===== config.mk =====
export PLATFORM = sky130hd
export DESIGN_NAME = float_ldexp_pipe
export DESIGN_NICKNAME = d
export VERILOG_FILES = /design/src/rtl/float_ldexp_pipe.sv
export SDC_FILE = /design/constraint.sdc
export NUM_CORES = 1
export LEC_CHECK = 0
export BUFFER_PORTS_ARGS = -buffer_cell sky130_fd_sc_hd__buf_4
export CORE_UTILIZATION = 57
export DETAILED_ROUTE_END_ITERATION = 8
export HOLD_SLACK_MARGIN = 0.08
export PLACE_DENSITY = 0.88
export SLEW_MARGIN = 20
export SYNTH_ARGS = -nofsm -noshare
export SYNTH_HDL_FRONTEND = slang
export SYNTH_SLANG_ARGS = --single-unit

===== constraint.sdc =====
create_clock -name clk_in -period 3.8 [get_ports clk_in]
set_input_delay 0.38 -clock clk_in [delete_from_list [all_inputs] [get_ports clk_in]]
set_output_delay 0.38 -clock clk_in [all_outputs]
set_load 0.02 [all_outputs]

===== src/rtl/float_ldexp_pipe.sv =====
// ---------------------------------------------------------------------------
// float_ldexp_pipe
//
// Purpose:
//    Two-stage pipelined IEEE-754 scale-by-power-of-two:
//    out_float = (+/-) in_float * 2^in_pow.
//    Infinity and NaN pass through with only the sign changed.
//    Zero passes through.
//    Subnormal inputs are flushed to zero.
//    When the exponent overflows, the result saturates to infinity.
//    When the exponent underflows, the result flushes to zero.
//    Both sides use a valid/ready handshake, and pipeline bubbles collapse.
//
// Parameters:
//    SIZE       float width: 32 (8-bit exponent) or 64 (11-bit exponent)
//    POW_WIDTH  width of the signed two's-complement power input
//
// Ports:
//    clk_in     rising-edge clock
//    rst_n_in   asynchronous active-low reset
//    in_valid   upstream has a transaction
//    in_ready   this block can take a transaction in the current cycle
//    in_float   operand
//    in_pow     signed power of two added to the exponent
//    in_negate  flip the sign of the result
//    out_valid  a result is presented
//    out_ready  downstream accepts the result
//    out_float  result
//    out_ovf    exponent overflow; result saturated to infinity
//    out_unf    exponent underflow or subnormal input; result flushed to zero
// ---------------------------------------------------------------------------
module float_ldexp_pipe #(
    parameter int SIZE      = 32,
    parameter int POW_WIDTH = 12
) (
    input  logic                 clk_in,
    input  logic                 rst_n_in,
    input  logic                 in_valid,
    output logic                 in_ready,
    input  logic [SIZE-1:0]      in_float,
    input  logic [POW_WIDTH-1:0] in_pow,
    input  logic                 in_negate,
    output logic                 out_valid,
    input  logic                 out_ready,
    output logic [SIZE-1:0]      out_float,
    output logic                 out_ovf,
    output logic                 out_unf
);

    localparam int EXP_WIDTH  = (SIZE == 64) ? 11 : 8;
    localparam int MANT_WIDTH = SIZE - 1 - EXP_WIDTH;
    // Two spare bits make the exponent sum unable to wrap for any power.
    localparam int NEW_WIDTH  = ((EXP_WIDTH > POW_WIDTH) ? EXP_WIDTH : POW_WIDTH) + 2;

    localparam logic signed [NEW_WIDTH-1:0] EMAX_EXT = NEW_WIDTH'((1 << EXP_WIDTH) - 1);
    localparam logic signed [NEW_WIDTH-1:0] ZERO_EXT = '0;

    typedef enum logic [1:0] {
        CLS_ZERO,
        CLS_SPECIAL,
        CLS_NORMAL
    } expClass_e;

    // Stage 1 state
    logic                        s1Valid_q;
    logic                        s1Sign_q, s1Sign_d;
    logic [MANT_WIDTH-1:0]       s1Mant_q;
    expClass_e                   s1Class_q, s1Class_d;
    logic signed [NEW_WIDTH-1:0] s1NewExp_q, s1NewExp_d;

    // Stage 2 state
    logic                        outValid_q;
    logic [SIZE-1:0]             outFloat_q, outFloat_d;
    logic                        outOvf_q, outOvf_d;
    logic                        outUnf_q, outUnf_d;

    logic                        s1En;
    logic                        s2En;
    logic [EXP_WIDTH-1:0]        inExp;

    assign s2En      = ~outValid_q | out_ready;
    assign s1En      = ~s1Valid_q | s2En;
    assign in_ready  = s1En;
    assign out_valid = outValid_q;
    assign out_float = outFloat_q;
    assign out_ovf   = outOvf_q;
    assign out_unf   = outUnf_q;

    assign inExp = in_float[SIZE-2 -: EXP_WIDTH];

    // Stage 1 decode.
    // Classify the exponent field.
    // Form the widened signed exponent sum.
    always_comb begin
        s1Sign_d   = in_float[SIZE-1] ^ in_negate;
        s1Class_d  = CLS_NORMAL;
        if (inExp == '0) begin
            s1Class_d = CLS_ZERO;
        end else if (inExp == '1) begin
            s1Class_d = CLS_SPECIAL;
        end
        s1NewExp_d = $signed({{(NEW_WIDTH - EXP_WIDTH){1'b0}}, inExp})
                   + $signed({{(NEW_WIDTH - POW_WIDTH){in_pow[POW_WIDTH-1]}}, in_pow});
    end

    // The stage 1 valid register follows the input whenever the stage can advance.
    // An empty stage 1 keeps accepting data even while the output is stalled.
    always_ff @(posedge clk_in or negedge rst_n_in) begin
        if (!rst_n_in) begin
            s1Valid_q <= 1'b0;
        end else if (s1En) begin
            s1Valid_q <= in_valid;
        end
    end

    always_ff @(posedge clk_in or negedge rst_n_in) begin
        if (!rst_n_in) begin
            s1Sign_q   <= 1'b0;
            s1Mant_q   <= '0;
            s1Class_q  <= CLS_ZERO;
            s1NewExp_q <= '0;
        end else if (s1En && in_valid) begin
            s1Sign_q   <= s1Sign_d;
            s1Mant_q   <= in_float[MANT_WIDTH-1:0];
            s1Class_q  <= s1Class_d;
            s1NewExp_q <= s1NewExp_d;
        end
    end

    // Stage 2 pack.
    // The default case produces a signed zero with no flags.
    always_comb begin
        outFloat_d = {s1Sign_q, {EXP_WIDTH{1'b0}}, {MANT_WIDTH{1'b0}}};
        outOvf_d   = 1'b0;
        outUnf_d   = 1'b0;
        case (s1Class_q)
            CLS_SPECIAL: begin
                outFloat_d = {s1Sign_q, {EXP_WIDTH{1'b1}}, s1Mant_q};
            end
            CLS_ZERO: begin
                outUnf_d = |s1Mant_q;
            end
            CLS_NORMAL: begin
                if (s1NewExp_q >= EMAX_EXT) begin
                    outFloat_d = {s1Sign_q, {EXP_WIDTH{1'b1}}, {MANT_WIDTH{1'b0}}};
                    outOvf_d   = 1'b1;
                end else if (s1NewExp_q <= ZERO_EXT) begin
                    outUnf_d   = 1'b1;
                end else begin
                    outFloat_d = {s1Sign_q, s1NewExp_q[EXP_WIDTH-1:0], s1Mant_q};
                end
            end
            default: begin
                outFloat_d = {s1Sign_q, {EXP_WIDTH{1'b0}}, {MANT_WIDTH{1'b0}}};
            end
        endcase
    end

    // The output valid register moves with stage 2.
    always_ff @(posedge clk_in or negedge rst_n_in) begin
        if (!rst_n_in) begin
            outValid_q <= 1'b0;
        end else if (s2En) begin
            outValid_q <= s1Valid_q;
        end
    end

    // Output data only changes when a new result enters stage 2.
    // This keeps the data stable while the output is stalled.
    always_ff @(posedge clk_in or negedge rst_n_in) begin
        if (!rst_n_in) begin
            outFloat_q <= '0;
            outOvf_q   <= 1'b0;
            outUnf_q   <= 1'b0;
        end else if (s2En && s1Valid_q) begin
            outFloat_q <= outFloat_d;
            outOvf_q   <= outOvf_d;
            outUnf_q   <= outUnf_d;
        end
    end

endmodule

; Word level (Yosys, flattened, before mapping)
; Index checks and enable logic that the tools add are counted.
[op_classes]
n_addsub = 1
magnitude_cmp = 2
n_bitwise = 5
muxes = 10
n_eq_ne = 3
n_reduce_logical = 5
[op_table]
columns = cell, n
row1 = 31-bit 2-to-1 mux, 2
row2 = 31-bit one-hot mux with 2 select lines, 1
row3 = 23-bit OR reduction, 1
row4 = 14-bit by 9-bit greater-or-equal comparator with 1-bit output (second input constant), 1
row5 = 14-bit by 1-bit <= comparator with 1-bit output (second input constant), 1
row6 = 9-bit by 12-bit adder with 13-bit output, 1
row7 = 8-bit == test (second input constant), 1
row8 = 8-bit zero test, 1
row9 = 1-bit 2-to-1 mux, 4
row10 = 2-bit 2-to-1 mux, 2
row11 = 2-bit by 1-bit == test with 1-bit output (second input constant), 1
row12 = 2-bit == test (second input constant), 1
row13 = 1-bit logical AND, 2
row14 = 2-bit zero test, 1
row15 = 1-bit NOT, 2
row16 = 1-bit bitwise OR, 2
row17 = 1-bit one-hot mux with 2 select lines, 1
row18 = 1-bit XOR, 1
[totals]
in_bits = 49
reg_bits = 76

; Longest topological paths before layout
[depth]
depth_word = 4
depth_mapped = 8

; Worst setup path before layout
; OpenSTA, ideal clock, no wires.
[synth_timing]
path_kind = input to register
startpoint = input in_float[23]
endpoint = register s1NewExp_q[10]
t_arrival_ns = 1.601
required_ns = 3.673
setup_ns = 0.127
path_stages = 7
slack_ns = 2.071
path_cell_list = ha_1 fa_1 nand3_1 a211oi_1 o211ai_1 xor2_1 o21ai_0
[synth_via]
elab_chain_len = 1
[synth_rtl]
columns = element, line
row1 = from (decl), 40  ; input logic [SIZE-1:0] in_float,
row2 = 9-bit by 12-bit adder with 13-bit output, 103  ; + $signed({{(NEW_WIDTH - POW_WIDTH){in_pow[POW_WIDTH-1]}}, in_pow});
row3 = to (signal assigned), 126  ; s1NewExp_q <= s1NewExp_d;
row4 = to (decl), 69  ; logic signed [NEW_WIDTH-1:0] s1NewExp_q, s1NewExp_d;
; No other way between the ends.
; A chain may end at the register's enable or synchronous reset.

; Worst setup path after layout
[layout_timing]
startpoint = register s1Class_q[0]
endpoint = register outFloat_q[1] (netlist: out_float[1])
[layout_via]
elab_chain_len = 2
word_cells_on_any_way = 3
classes_between = eq/ne: 2 / mux: 1
[layout_rtl]
columns = element, line
row1 = from (decl), 68  ; expClass_e s1Class_q, s1Class_d;
row2 = from (signal assigned), 125  ; s1Class_q <= s1Class_d;
row3 = 2-bit == test / 2-bit by 1-bit == test with 1-bit output (equally long branches), 136  ; case (s1Class_q)
row4 = 31-bit one-hot mux with 2 select lines (*), 136
row5 = to (signal assigned), 176  ; outFloat_q <= outFloat_d;
row6 = to (decl), 73  ; logic [SIZE-1:0] outFloat_q, outFloat_d;
; Mark *: on every way between the ends. The rest lies on a longest branch, timed or not.

==> results.sh <==
export IMPL_status="completed"
export IMPL_place_area_sq_um=4050
export IMPL_antennaDiodeCount=0
export IMPL_port_buffers=84
export IMPL_finalSetupViolations=0
export IMPL_grt_use_met2_pct=43.9
export IMPL_drive_gt1_share_pct=34.7
export IMPL_p_leak_nw=2.00
export IMPL_worst_pin_slew_ns=0.902
export IMPL_vias=2640
export IMPL_drt_iter0_drc=215
export IMPL_antenna_found_initial=0
export IMPL_wl_mm=7.64
export IMPL_dieHeight_um=79.2
export IMPL_post_place_ws_ns=1.52
export IMPL_ys_async_sr_fraction_pct=100
export IMPL_synth_area_sq_um=3390
export IMPL_first_pass_iters=5
export IMPL_synth_top_area_cell="dfrtp_1"
export IMPL_grt_pass1_wl_mm=12.7
export IMPL_area_delta_synth_final_pct=25.0
export IMPL_synth_adder_area_share_pct=4.64
export IMPL_cap_violations=0
export IMPL_critPathCaptureType="flip-flop"
export IMPL_slew_viol_final=0
export IMPL_cts_htree_levels=3
export IMPL_seq_area_frac_synth_pct=55.3
export IMPL_grt_overflow_total=0
export IMPL_crit_type="flip-flop to flip-flop"
export IMPL_yosysWarningCount=0
export IMPL_cp_start_kind="flip-flop"
export IMPL_place_congestion=0.920
export IMPL_cts_buffers=9
export IMPL_cts_path_max_buffers=2
export IMPL_synthMostInstantiatedCell="dfrtp_1"
export IMPL_synth_edf_count=0
export IMPL_hold_ws_ns=0.160
export IMPL_tritoncts="built"
export IMPL_max_freq_mhz=430
export IMPL_grt_max_degree=76
export IMPL_track_usage_pct=26.8
export IMPL_finalCriticalPeriod_ns=2.33
export IMPL_start_util_pct=60.5
export IMPL_path_max_fanout=23
export IMPL_finalPower_mw=2.11
export IMPL_die_w_um=79.2
export IMPL_dpl_hpwl_mm=5.57
export IMPL_fin_skew_ns=0.0181
export IMPL_cts_root_buf="clkbuf_8"
export IMPL_ys_seq_elements=75
export IMPL_tns_ns=0
export IMPL_synth_simple_gate_area_share_pct=9.47
export IMPL_num_fill_cells=373
export IMPL_muxShareOfSynthArea_pct=8.63
export IMPL_syn_inst=288
export IMPL_busiest_layer="met2"
export IMPL_power_density_nw_per_um2=497
export IMPL_timing_final_ws_setup_ns=1.47
export IMPL_synthFlopType="dfrtp_1"
export IMPL_met1_usage_pct=35.1
export IMPL_fp_dieArea_sq_um=6270
export IMPL_synth_area_top_cells="dfrtp_1 55%, mux2_2 8.6%, a22o_1 6.2%, ha_1 4.1%, a21oi_1 3.5%"
export IMPL_timing_slew_headroom_pct=39.9
export IMPL_vias_per_cell=5.88
export IMPL_wl_per_cell_um=17.0
export IMPL_hold_violations=0
export IMPL_synthTopCellsByCount="75 x dfrtp_1, 32 x nand2_1, 26 x mux2_2"
export IMPL_core_area_sq_um=5610
export IMPL_synth_cell_types=36
export IMPL_clock_sinks=75
export IMPL_synth_top_family_by_area="compound AO/OA/AOI/OAI gates"
export IMPL_clock_latency_ns=0.35
export IMPL_rows=27
export IMPL_nets=433
export IMPL_final_area_sq_um=4240
export IMPL_rsz0062_at_grt="false"
export IMPL_hp_class="input port to asynchronous set/reset pin"
export IMPL_cts_clk_slew_worst_paths_ns=0.09
export IMPL_post_route_period_util_pct=61.2
export IMPL_required_ns=4.08
export IMPL_synth_top_area_share_pct=55.3
export IMPL_first_global_vias=2580
export IMPL_hold_buffers=0
export IMPL_synth_fp_nets=349
export IMPL_drtAntennaViolNets=0
export IMPL_post_cts_resized=0
export IMPL_use_met3_pct=5.86
export IMPL_synth_xor_area_share_pct=2.58
export IMPL_syn_area_per_cell_sq_um=11.8
export IMPL_drc_errors=0
export IMPL_cts_setup_buffers=0
export IMPL_arrival_ns=2.61
export IMPL_synth_compound_area_share_pct=16.5
export IMPL_io_pins=85
export IMPL_vdd_drop_max_uv=279
-- metrics by stage --
stage,instances,util [%]
5_1_grt,449,75.7
2_1_floorplan,288,-
4_1_cts,449,75.7
3_3_place_gp,433,72.1
6_report,449,75.7
3_5_place_dp,433,72.1
-- placed cells by master (no fill, tap or decap), drive strengths merged, types with 4 or more instances in the layout --
master,count
nand3,4
a22o,24
nor2,4
buf,85
nand4,5
xnor2,5
mux2,26
a21oi,24
nor4,10
inv,8
dfrtp,75
xor2,5
a211oi,5
ha,11
nand2,33
clkbuf,10
o21ai,20
-- worst max-delay path, cell delays in order, from the launching register on --
cell and delay (ns):
dfrtp_1 0.42, inv_1 0.10, ha_1 0.16, inv_1 0.05, nor2_1 0.51, nand3_1 0.24, o21ai_4 0.56, a22o_1 0.23
-- state kept, by name, summed over array words and instances, names as in the netlist --
signal,flops
s1Mant_q,23
s1Valid_q,1
s1NewExp_q,13
s1Class_q,2
out_unf,1
out_float,32
out_valid,1
out_ovf,1
s1Sign_q,1
-- per-layer routing --
metal | up-vias | wire [um]
met1 | 1284 | 3270
met3 | 12 | 397
met4 | 0 | 140
met2 | 115 | 3830
met5 | - | 0
li1 | 1229 | -
-- final cells by class --
| class | count | area (sq um) | area share, % |
|---|---|---|---|
| sequential | 75 | 1880 | 44.2 |
| multi-input combinational | 196 | 1420 | 33.5 |
| timing repair buffer | 85 | 638 | 15.0 |
| clock buffer | 10 | 128 | 3.01 |
| tap | 72 | 90.1 | 2.12 |
| clock inverter | 6 | 71.3 | 1.68 |
| inverter | 5 | 18.8 | 0.442 |
-- cell families after synthesis --
kind of cell,after synthesis
mux,26
compound gates,83
fa+ha+maj,12
simple gates,65
buf+inv,17
flops,75
xor+xnor,10
-- path summary, 6_finish.rpt --
check	slack, ns	endpoint	start	cells after the start
max	1.47	out_float[1]$_DFFE_PN0P_	s1Class_q[0]$_DFFE_PN0P_	7
min	0.16	out_float[11]$_DFFE_PN0P_	rst_n_in	1
max reg2reg	1.47	out_float[1]$_DFFE_PN0P_	s1Class_q[0]$_DFFE_PN0P_	7
min reg2reg	0.49	s1Sign_q$_DFFE_PN0P_	s1Sign_q$_DFFE_PN0P_	2
max in group asynchronous	3.06	s1NewExp_q[7]$_DFFE_PN0P_	rst_n_in	1
min in group clk_in	0.25	s1Valid_q$_DFFE_PN0N_	in_valid	2
-- power breakdown --
part / switching [mW] / internal [mW] / leakage, nW
registers: 0.0949 / 0.918 / 0.941
clock network: 0.305 / 0.310 / 0.0939
logic: 0.259 / 0.223 / 0.970
Power figures use the tool's default switching activity.
